File: src/rtl/design_variables_pkg.sv
// Shared widths and types for the local-alignment datapath, including the
// max-score tracking controller state and result buffer layout.
package design_variables;

  localparam int unsigned SCORE_WIDTH    = 16;
  localparam int unsigned ROW_BITS_WIDTH = 10;
  localparam int unsigned COL_BITS_WIDTH = 10;

  localparam int unsigned MAX_BLOCKS    = 1024;
  localparam int unsigned BLK_CNT_WIDTH = $clog2(MAX_BLOCKS + 1);

  typedef enum logic [2:0] {
    IDLE,
    CLEAR,
    ACCUM,
    SETTLE,
    HOLD
  } max_ctrl_state_t;

  typedef struct packed {
    logic [SCORE_WIDTH-1:0]    score;
    logic [ROW_BITS_WIDTH-1:0] row;
    logic [COL_BITS_WIDTH-1:0] col;
  } max_result_t;

endpackage

File: src/rtl/max_reg_bank.sv
// Max-score register bank: tracks the highest score seen since the last start
// pulse together with its row/column.
module max_reg_bank
  import design_variables::*;
(
  input  logic                      clk,
  input  logic                      rst_n,
  input  logic                      start,
  input  logic                      wr_en_max,
  input  logic [SCORE_WIDTH-1:0]    in_score,
  input  logic [ROW_BITS_WIDTH-1:0] in_row,
  input  logic [COL_BITS_WIDTH-1:0] in_col,
  output logic [SCORE_WIDTH-1:0]    max_score,
  output logic [ROW_BITS_WIDTH-1:0] max_row,
  output logic [COL_BITS_WIDTH-1:0] max_col
);

  max_result_t max_q;

  always_ff @(posedge clk or negedge rst_n) begin
    if (!rst_n) begin
      max_q <= '0;
    end else if (start) begin
      max_q <= '0;
    end else if (wr_en_max && (in_score > max_q.score)) begin
      max_q <= '{score: in_score, row: in_row, col: in_col};
    end
  end

  assign max_score = max_q.score;
  assign max_row   = max_q.row;
  assign max_col   = max_q.col;

endmodule

File: src/rtl/max_track_top.sv
// Integration wrapper: ties the tracking controller to the max register bank.
module max_track_top
  import design_variables::*;
(
  input  logic                      clk,
  input  logic                      rst_n,
  input  logic                      job_start,
  input  logic [BLK_CNT_WIDTH-1:0]  cfg_num_blocks,
  input  logic                      abort,
  input  logic                      blk_valid,
  output logic                      blk_ready,
  input  logic [SCORE_WIDTH-1:0]    pe_score,
  input  logic [ROW_BITS_WIDTH-1:0] pe_row,
  input  logic [COL_BITS_WIDTH-1:0] pe_col,
  output logic                      busy,
  output logic                      res_valid,
  input  logic                      res_ready,
  output logic [SCORE_WIDTH-1:0]    res_score,
  output logic [ROW_BITS_WIDTH-1:0] res_row,
  output logic [COL_BITS_WIDTH-1:0] res_col
);

  logic                      start;
  logic                      wr_en_max;
  logic [SCORE_WIDTH-1:0]    max_score;
  logic [ROW_BITS_WIDTH-1:0] max_row;
  logic [COL_BITS_WIDTH-1:0] max_col;

  max_reg_bank u_bank (
    .clk       (clk),
    .rst_n     (rst_n),
    .start     (start),
    .wr_en_max (wr_en_max),
    .in_score  (pe_score),
    .in_row    (pe_row),
    .in_col    (pe_col),
    .max_score (max_score),
    .max_row   (max_row),
    .max_col   (max_col)
  );

  max_track_ctrl u_ctrl (
    .clk            (clk),
    .rst_n          (rst_n),
    .job_start      (job_start),
    .cfg_num_blocks (cfg_num_blocks),
    .abort          (abort),
    .blk_valid      (blk_valid),
    .blk_ready      (blk_ready),
    .start          (start),
    .wr_en_max      (wr_en_max),
    .max_score      (max_score),
    .max_row        (max_row),
    .max_col        (max_col),
    .busy           (busy),
    .res_valid      (res_valid),
    .res_ready      (res_ready),
    .res_score      (res_score),
    .res_row        (res_row),
    .res_col        (res_col)
  );

endmodule

File: src/rtl/max_track_ctrl.sv
// Sequencer for the max-score bank: clears it per job, gates block updates,
// then captures the final max into a valid/ready result buffer.
module max_track_ctrl
  import design_variables::*;
(
  input  logic                      clk,
  input  logic                      rst_n,
  input  logic                      job_start,
  input  logic [BLK_CNT_WIDTH-1:0]  cfg_num_blocks,
  input  logic                      abort,
  input  logic                      blk_valid,
  output logic                      blk_ready,
  output logic                      start,
  output logic                      wr_en_max,
  input  logic [SCORE_WIDTH-1:0]    max_score,
  input  logic [ROW_BITS_WIDTH-1:0] max_row,
  input  logic [COL_BITS_WIDTH-1:0] max_col,
  output logic                      busy,
  output logic                      res_valid,
  input  logic                      res_ready,
  output logic [SCORE_WIDTH-1:0]    res_score,
  output logic [ROW_BITS_WIDTH-1:0] res_row,
  output logic [COL_BITS_WIDTH-1:0] res_col
);

  localparam logic [BLK_CNT_WIDTH-1:0] MaxBlocks = BLK_CNT_WIDTH'(MAX_BLOCKS);
  localparam logic [BLK_CNT_WIDTH-1:0] CntOne    = BLK_CNT_WIDTH'(1);

  max_ctrl_state_t          state_q;
  logic [BLK_CNT_WIDTH-1:0] cnt_q;
  logic [BLK_CNT_WIDTH-1:0] num_q;
  max_result_t              res_q;

  always_ff @(posedge clk or negedge rst_n) begin
    if (!rst_n) begin
      state_q <= IDLE;
      cnt_q   <= '0;
      num_q   <= '0;
      res_q   <= '0;
    end else if (abort && (state_q != IDLE)) begin
      // Result buffer deliberately untouched so the last good result survives.
      state_q <= IDLE;
      cnt_q   <= '0;
    end else begin
      case (state_q)
        IDLE: begin
          if (job_start) begin
            num_q   <= (cfg_num_blocks > MaxBlocks) ? MaxBlocks : cfg_num_blocks;
            cnt_q   <= '0;
            state_q <= CLEAR;
          end
        end
        CLEAR: begin
          state_q <= (num_q == '0) ? SETTLE : ACCUM;
        end
        ACCUM: begin
          if (blk_valid) begin
            cnt_q <= cnt_q + CntOne;
            if (cnt_q == (num_q - CntOne)) begin
              state_q <= SETTLE;
            end
          end
        end
        SETTLE: begin
          // Bank has absorbed the final update by now; safe to sample.
          res_q   <= '{score: max_score, row: max_row, col: max_col};
          state_q <= HOLD;
        end
        HOLD: begin
          if (res_ready) begin
            state_q <= IDLE;
          end
        end
        default: begin
          state_q <= IDLE;
        end
      endcase
    end
  end

  assign start     = (state_q == CLEAR);
  assign blk_ready = (state_q == ACCUM);
  assign wr_en_max = (state_q == ACCUM) && blk_valid;
  assign busy      = (state_q != IDLE);
  assign res_valid = (state_q == HOLD);
  assign res_score = res_q.score;
  assign res_row   = res_q.row;
  assign res_col   = res_q.col;

endmodule
File: config.mk
export PLATFORM = sky130hd
export DESIGN_NAME = max_track_top
export DESIGN_NICKNAME = d
export VERILOG_FILES = /design/src/rtl/design_variables_pkg.sv /design/src/rtl/max_reg_bank.sv /design/src/rtl/max_track_top.sv /design/src/rtl/max_track_ctrl.sv
export SDC_FILE = /design/constraint.sdc
export NUM_CORES = 1
export LEC_CHECK = 0
export CORE_AREA = 5 5 110 112
export CTS_CLUSTER_SIZE = 14
export DETAILED_ROUTE_END_ITERATION = 7
export DIE_AREA = 0 0 115 117
export PLACE_DENSITY = 0.68
export SYNTH_ARGS = -nofsm -noshare
export SYNTH_HDL_FRONTEND = slang
export SYNTH_SLANG_ARGS = --single-unit
File: constraint.sdc
create_clock -name clk -period 2.56 [get_ports clk]
set_input_delay 0.384 -clock clk [delete_from_list [all_inputs] [get_ports clk]]
set_output_delay 0.384 -clock clk [all_outputs]
set_load 0.005 [all_outputs]
# Yosys cells after proc, flatten, opt, wreduce, memory -nomap -nowiden
# Index checks and enable logic that the tools add are counted.
[op_classes] addsub=2 magnitude_cmp=2 eq_ne=9 muxes=14 bitwise=1 reduce_logical=12
[op_table] op="two-way mux 36 bit" count=2
[op_table] op="two-way mux 11 bit" count=4
[op_table] op="case mux 11 bit (2 select lines)" count=1
[op_table] op="greater-than comparator 16 bit" count=1
[op_table] op="two-way mux 3 bit" count=5
[op_table] op="case mux 3 bit (5 select lines)" count=1
[op_table] op="adder 11 x 1 -> 11 bit, second input constant" count=1
[op_table] op="== test 11 bit" count=1
[op_table] op="greater-than comparator 11 bit, second input constant" count=1
[op_table] op="zero test 11 bit" count=1
[op_table] op="subtractor 11 x 1 -> 11 bit, second input constant" count=1
[op_table] op="== test 3 x 2 -> 1 bit, second input constant" count=2
[op_table] op="!= test 3 x 1 -> 1 bit, second input constant" count=2
[op_table] op="!= test 3 x 2 -> 1 bit, second input constant" count=2
[op_table] op="AND reduction 3 bit" count=2
[op_table] op="nonzero test 3 bit" count=2
[op_table] op="AND reduction 4 bit" count=1
[op_table] op="== test 3 x 1 -> 1 bit, second input constant" count=1
[op_table] op="== test 3 bit, second input constant" count=1
[op_table] op="logical AND 1 bit" count=3
[op_table] op="zero test 3 bit" count=1
[op_table] op="AND reduction 2 bit" count=1
[op_table] op="nonzero test 2 bit" count=1
[op_table] op="two-way mux 1 bit" count=1
[op_table] op="inverter 1 bit" count=1
[word_totals] regBits=97

# Logic depth before layout (Yosys ltp)
[logic_depth] ltp_word=6 depth_mapped=10

# Cells and area by module
# Synthesis repeated with hierarchy kept, for this count alone.
[unflattened] cells_unflattened=470 area_unflattened_um2=5154.9
[modules_own_cells] mod="max_track_ctrl" instances=1 cells_each=258 area_per_inst_um2=2932.8 seq_area_each_um2=1526.5
[modules_own_cells] mod="max_reg_bank" instances=1 cells_each=212 area_per_inst_um2=2222.1 seq_area_each_um2=900.9

# Worst setup path after synthesis
# Ideal clock, no wire load.
[synth_timing] path_type="input-to-reg" start="input pe_score[9]" end="register u_bank.max_q, in the netlist u_bank.max_col[0]" arrival_ns=2.234 required_ns=2.481 path_slack_ns=0.247 cell_stages=8 path_buffers=2 cell_sequence="ha_1 > a21o_1 > a221o_1 > a221o_1 > o21ai_0 > buf_2 > buf_2 > mux2i_1"
[synth_via] elab_chain_len=3
[synth_lines] element="from (decl)" line="max_track_top.sv:12" rtl="input logic [SCORE_WIDTH-1:0] pe_score,"
[synth_lines] element="greater-than comparator 16 bit" line="max_reg_bank.sv:25" rtl="end else if (wr_en_max && (in_score > max_q.score)) begin"
[synth_lines] element="logical AND 1 bit" line="max_reg_bank.sv:25"
[synth_lines] element="nonzero test 2 bit (no line)"
[synth_lines] element="to (signal assigned)" line="max_reg_bank.sv:26" rtl="max_q <= '{score: in_score, row: in_row, col: in_col};"
[synth_lines] element="to (decl)" line="max_reg_bank.sv:18" rtl="max_result_t max_q;"
# Every way passes these cells.
# A chain may end at the register's enable or synchronous reset.

# Worst setup path in the final report
[layout_timing] start="input pe_score[11]" end="register u_bank.max_q, in the netlist u_bank.max_col[7]"
# The elaborated chain is that of the path after synthesis.

==> impl_results.rst <==
.. list-table::
   :header-rows: 1

   * - Metric
     - Value
   * - Hold crit path type
     - in -> async
   * - Cts repair resizes
     - 0
   * - HPWL reported at the end of detailed placement
     - 7845 um
   * - Number of buffers inserted by port buffering
     - 91
   * - Cells traversed along the worst timing path
     - clkdlybuf4s50_1 -> ha_1 -> and2_1 -> a221o_1 -> a221o_1 -> o21ai_4 -> buf_12 -> mux2i_1
   * - Cell with the most instances after synthesis
     - sky130_fd_sc_hd__dfrtp_1
   * - VDD IR-drop max
     - 549.8 uV
   * - Fraction of the cycle the final worst path needs
     - between 90% and 100%
   * - Count of mapped cells out of synthesis
     - 463
   * - Sequential cell area fraction in the yosys report
     - 49.90%
   * - DRC
     - 0
   * - Critical path type
     - in -> reg
   * - Slowest stage delay, CP
     - 0.43 ns
   * - Area Overhead vs Synth
     - 29.50%
   * - Area of the core
     - between 0.01 and 0.015 mm^2
   * - Y dimension of the die
     - 117 um
   * - Share of synthesized flip-flops with an asynchronous set or reset
     - 100.0%
   * - Count of final hold-check violations
     - 4
   * - Synth top cells by count
     - sky130_fd_sc_hd__dfrtp_1 (97), sky130_fd_sc_hd__nand2_1 (59), sky130_fd_sc_hd__inv_1 (55)
   * - CP Data Arrival Time
     - 2.63 ns
   * - Clock period minus final worst setup slack
     - around 2.4 ns
   * - Sink count of the clock tree
     - 97
   * - Global Route Usage Sum
     - 17.24%
   * - Total Power
     - roughly 6.8 mW
   * - Power per Cell Area
     - 1084 mW/mm^2
   * - Die W
     - 115 um
   * - Cell at the root of the clock tree
     - sky130_fd_sc_hd__clkbuf_16
   * - Number of failing setup endpoints in the final timing report
     - 0
   * - Share of Yosys cell area claimed by the top area cell type
     - 49.90%
   * - Num ports
     - 92
   * - Worst slew pin tran
     - 0.5154 ns
   * - Non-filler instance count after layout
     - between 700 and 800
   * - Total clock buffers created by CTS
     - 9
   * - Insertion delay to the later sink of the worst-skew pair
     - 0.35 ns
   * - Number of global-route vias before repair
     - 3749
   * - Antenna Diode Count
     - 0
   * - Worst-path fanout max
     - 27
   * - Largest buffer count on any clock path
     - 2
   * - Critical path capture point type
     - register
   * - Crit path max-delay cell type
     - sky130_fd_sc_hd__clkdlybuf4s50_1
   * - Leakage component of the power
     - 3.121 nW
   * - Number of max-slew violations in the final report
     - 0
   * - Post-Syn Area per Cell
     - 10.51 um^2
   * - Fin area
     - 0.006300 mm^2
   * - Number of flip-flops and latches in the synthesized netlist
     - between 90 and 100
   * - Antenna-violating nets left
     - 0
   * - Routability congestion estimate
     - 0.9181
   * - Largest net degree at the start of global routing
     - 65
   * - Net count reported at finish
     - about 630
   * - Die ar.
     - 0.01346 mm^2
   * - Most area-hungry cell type in the Yosys netlist
     - sky130_fd_sc_hd__dfrtp_1
   * - TritonCTS clock tree
     - yes
   * - Total negative slack for setup checks
     - 0 ns
   * - Yosys warning count
     - 0
   * - Wirelength, routed
     - around 11000 um
   * - Unrepaired setup endpoints after global routing
     - no
   * - Count of cell types in the netlist
     - 41
   * - CP required
     - 2.83 ns
   * - Placed instance count
     - a little under 700
   * - Violations in the final reports
     - negative hold slack
   * - Clock-pin slew of the registers on the worst-case setup and hold paths
     - 0.07 ns
   * - Most Frequent Cell on Critical Path
     - sky130_fd_sc_hd__a221o_1
   * - Maximum clock frequency
     - around 420 MHz
   * - Maximum capacitance violations
     - 0
   * - Primary FF master, synth
     - sky130_fd_sc_hd__dfrtp_1
   * - Startpoint kind of the worst setup timing path
     - input port
   * - Fraction of layout cells with a size suffix above 1
     - 11.76%
   * - Area of the mapped netlist
     - approximately 0.0049 mm^2
   * - Maximum level of the CTS H-tree
     - 3
   * - Worst rel slew slack
     - 65.56%
   * - Net count after synthesis
     - approximately 540
   * - 1st-pass router iterations
     - 4
   * - Vias
     - 3656
   * - Overflow after GRT
     - 0
   * - Initial core utilization
     - 43.72%
   * - Combined buffer and inverter count along the critical path
     - 2
   * - Post-CTS setup buffer count
     - 0
   * - Top delay family on crit path
     - compound AO/OA/AOI/OAI gates
   * - Initial drt markers
     - 163
   * - EDFF count, synth
     - 0
   * - Run status
     - finished with violations
   * - Initial antenna violation count
     - 0
   * - Worst Skew
     - 0.008021 ns
   * - Leading post-synthesis cells by cell area
     - sky130_fd_sc_hd__dfrtp_1 (50%), sky130_fd_sc_hd__mux2_2 (8.6%), sky130_fd_sc_hd__mux2i_1 (7.8%), sky130_fd_sc_hd__ha_1 (4.9%), sky130_fd_sc_hd__nand2_1 (4.6%)
   * - Final hold slack
     - -0.008674 ns
   * - Total placed instance area
     - roughly 0.006 mm^2
   * - Average detailed-routed wire length per instance
     - around 16 um
   * - Global-route wire length before repair
     - around 18000 um
   * - Number of vias per cell
     - 5.193
   * - Number of cell rows
     - 39
   * - Quantity of hold-fixing buffers added after cts
     - 0
[per-layer routing]
metal	wire (um)	global-route usage, %	vias to the layer above	part of all wire (%)
li1	-	-	1763	-
met1	5033	22.04	1783	46
met2	5111	27.43	96	46
met3	730	5.244	14	6.6
met4	174	7.121	0	1.6
met5	0	0	-	0
[where the power goes]
| part | leakage [nW] | total (mW) | switching, mW | internal, mW |
|---|---|---|---|---|
| combinational | 1.65 | 2.72 | 1.21 | 1.51 |
| clock | 0.150 | 1.44 | 0.579 | 0.857 |
| sequential | 1.32 | 2.67 | 0.499 | 2.17 |
| total | 3.12 | 6.83 | 2.29 | 4.54 |
[flip-flops by register name, indices dropped and copies added (netlist names)]
name / count
u_bank.max_score: 16
u_ctrl.res_row: 10
u_ctrl.state_q: 3
u_bank.max_row: 10
u_ctrl.num_q: 11
u_ctrl.res_col: 10
u_bank.max_col: 10
u_ctrl.cnt_q: 11
u_ctrl.res_score: 16
[cells by family (layout without fill, tap and decap cells)]
kind of cell / count (synthesis) / after routing / synth area share [%]
DFF: 97 / 97 / 49.90
buffers and inverters: 73 / 171 / 6.147
xor gates and xnor gates: 17 / 17 / 3.061
and+or+nand+nor: 123 / 123 / 12.40
muxes: 75 / 75 / 16.38
AOI/OAI and AO/OA: 59 / 59 / 7.227
adders and majority gates: 19 / 19 / 4.887
[per-stage QoR]
stage	hold WS [ns]	utilization, %	setup slack [ns]
5_1_grt	0.02829	56.62	0.04737
3_3_place_gp	0.3687	53.83	-0.1094
4_1_cts	0.004693	56.62	0.2132
2_1_floorplan	0.08841	-	0.2470
6_report	-0.008674	56.62	0.1996
3_5_place_dp	0.3791	53.83	-0.1646
[path summary, 6_finish.rpt]
path / end / slack [ns] / cells past startpoint / startpoint
hold reg to reg: u_ctrl.res_score[11] / 0.51 / 1 / u_ctrl.res_score[11]
max in group asynchronous: u_ctrl.state_q[2] / 1.87 / 2 / rst_n
min in group clk: u_ctrl.res_score[11] / 0.51 / 1 / u_ctrl.res_score[11]
hold / removal: u_ctrl.num_q[10] / -0.009 / 1 / rst_n
setup reg to reg: u_bank.max_col[7] / 0.29 / 8 / u_bank.max_score[9]
setup / recovery: u_bank.max_col[7] / 0.20 / 8 / pe_score[11]
[final cells by class]
class	instances	area, um^2
Clock buffer	11	232.7
Sequential cell	97	2427
Multi-Input combinational cell	293	2156
Timing Repair Buffer	101	1021
Fill cell	986	4826
Inverter	55	206.4
Clock inverter	4	77.57
Tap cell	143	178.9
[placed cells by master (no fill, tap or decap), types with 2 or more instances in the layout]
master                            netlist  final
sky130_fd_sc_hd__nor2_1                11     11
sky130_fd_sc_hd__mux2_2                37     37
sky130_fd_sc_hd__nand4_1                8      8
sky130_fd_sc_hd__clkbuf_1              10      2
sky130_fd_sc_hd__nor3b_1                3      3
sky130_fd_sc_hd__buf_4                  0      8
sky130_fd_sc_hd__xnor2_1               13     13
sky130_fd_sc_hd__clkbuf_16              0      9
sky130_fd_sc_hd__mux2i_1               38     38
sky130_fd_sc_hd__a221o_1                2      2
sky130_fd_sc_hd__a21oi_1               11     11
sky130_fd_sc_hd__nor2b_1                2      2
sky130_fd_sc_hd__nand3_1                6      6
sky130_fd_sc_hd__a22o_1                 3      3
sky130_fd_sc_hd__nor3_1                 6      6
sky130_fd_sc_hd__nor4_1                 5      5
sky130_fd_sc_hd__a31oi_1                3      3
sky130_fd_sc_hd__bufinv_16              0      2
sky130_fd_sc_hd__xor2_1                 4      4
sky130_fd_sc_hd__and2_1                 4      4
sky130_fd_sc_hd__o21ai_0               29     28
sky130_fd_sc_hd__nand2b_1               8      8
sky130_fd_sc_hd__and4_1                 2      2
sky130_fd_sc_hd__buf_12                 0      3
sky130_fd_sc_hd__inv_1                 55     55
sky130_fd_sc_hd__ha_1                  19     19
sky130_fd_sc_hd__a21o_1                 3      3
sky130_fd_sc_hd__o31ai_1                2      2
sky130_fd_sc_hd__or4_1                  2      2
sky130_fd_sc_hd__and3_1                 3      3
sky130_fd_sc_hd__nand2_1               59     59
sky130_fd_sc_hd__dfrtp_1               97     97
sky130_fd_sc_hd__clkdlybuf4s50_1        0     90
Note: power is estimated with default switching activity, not from simulation.
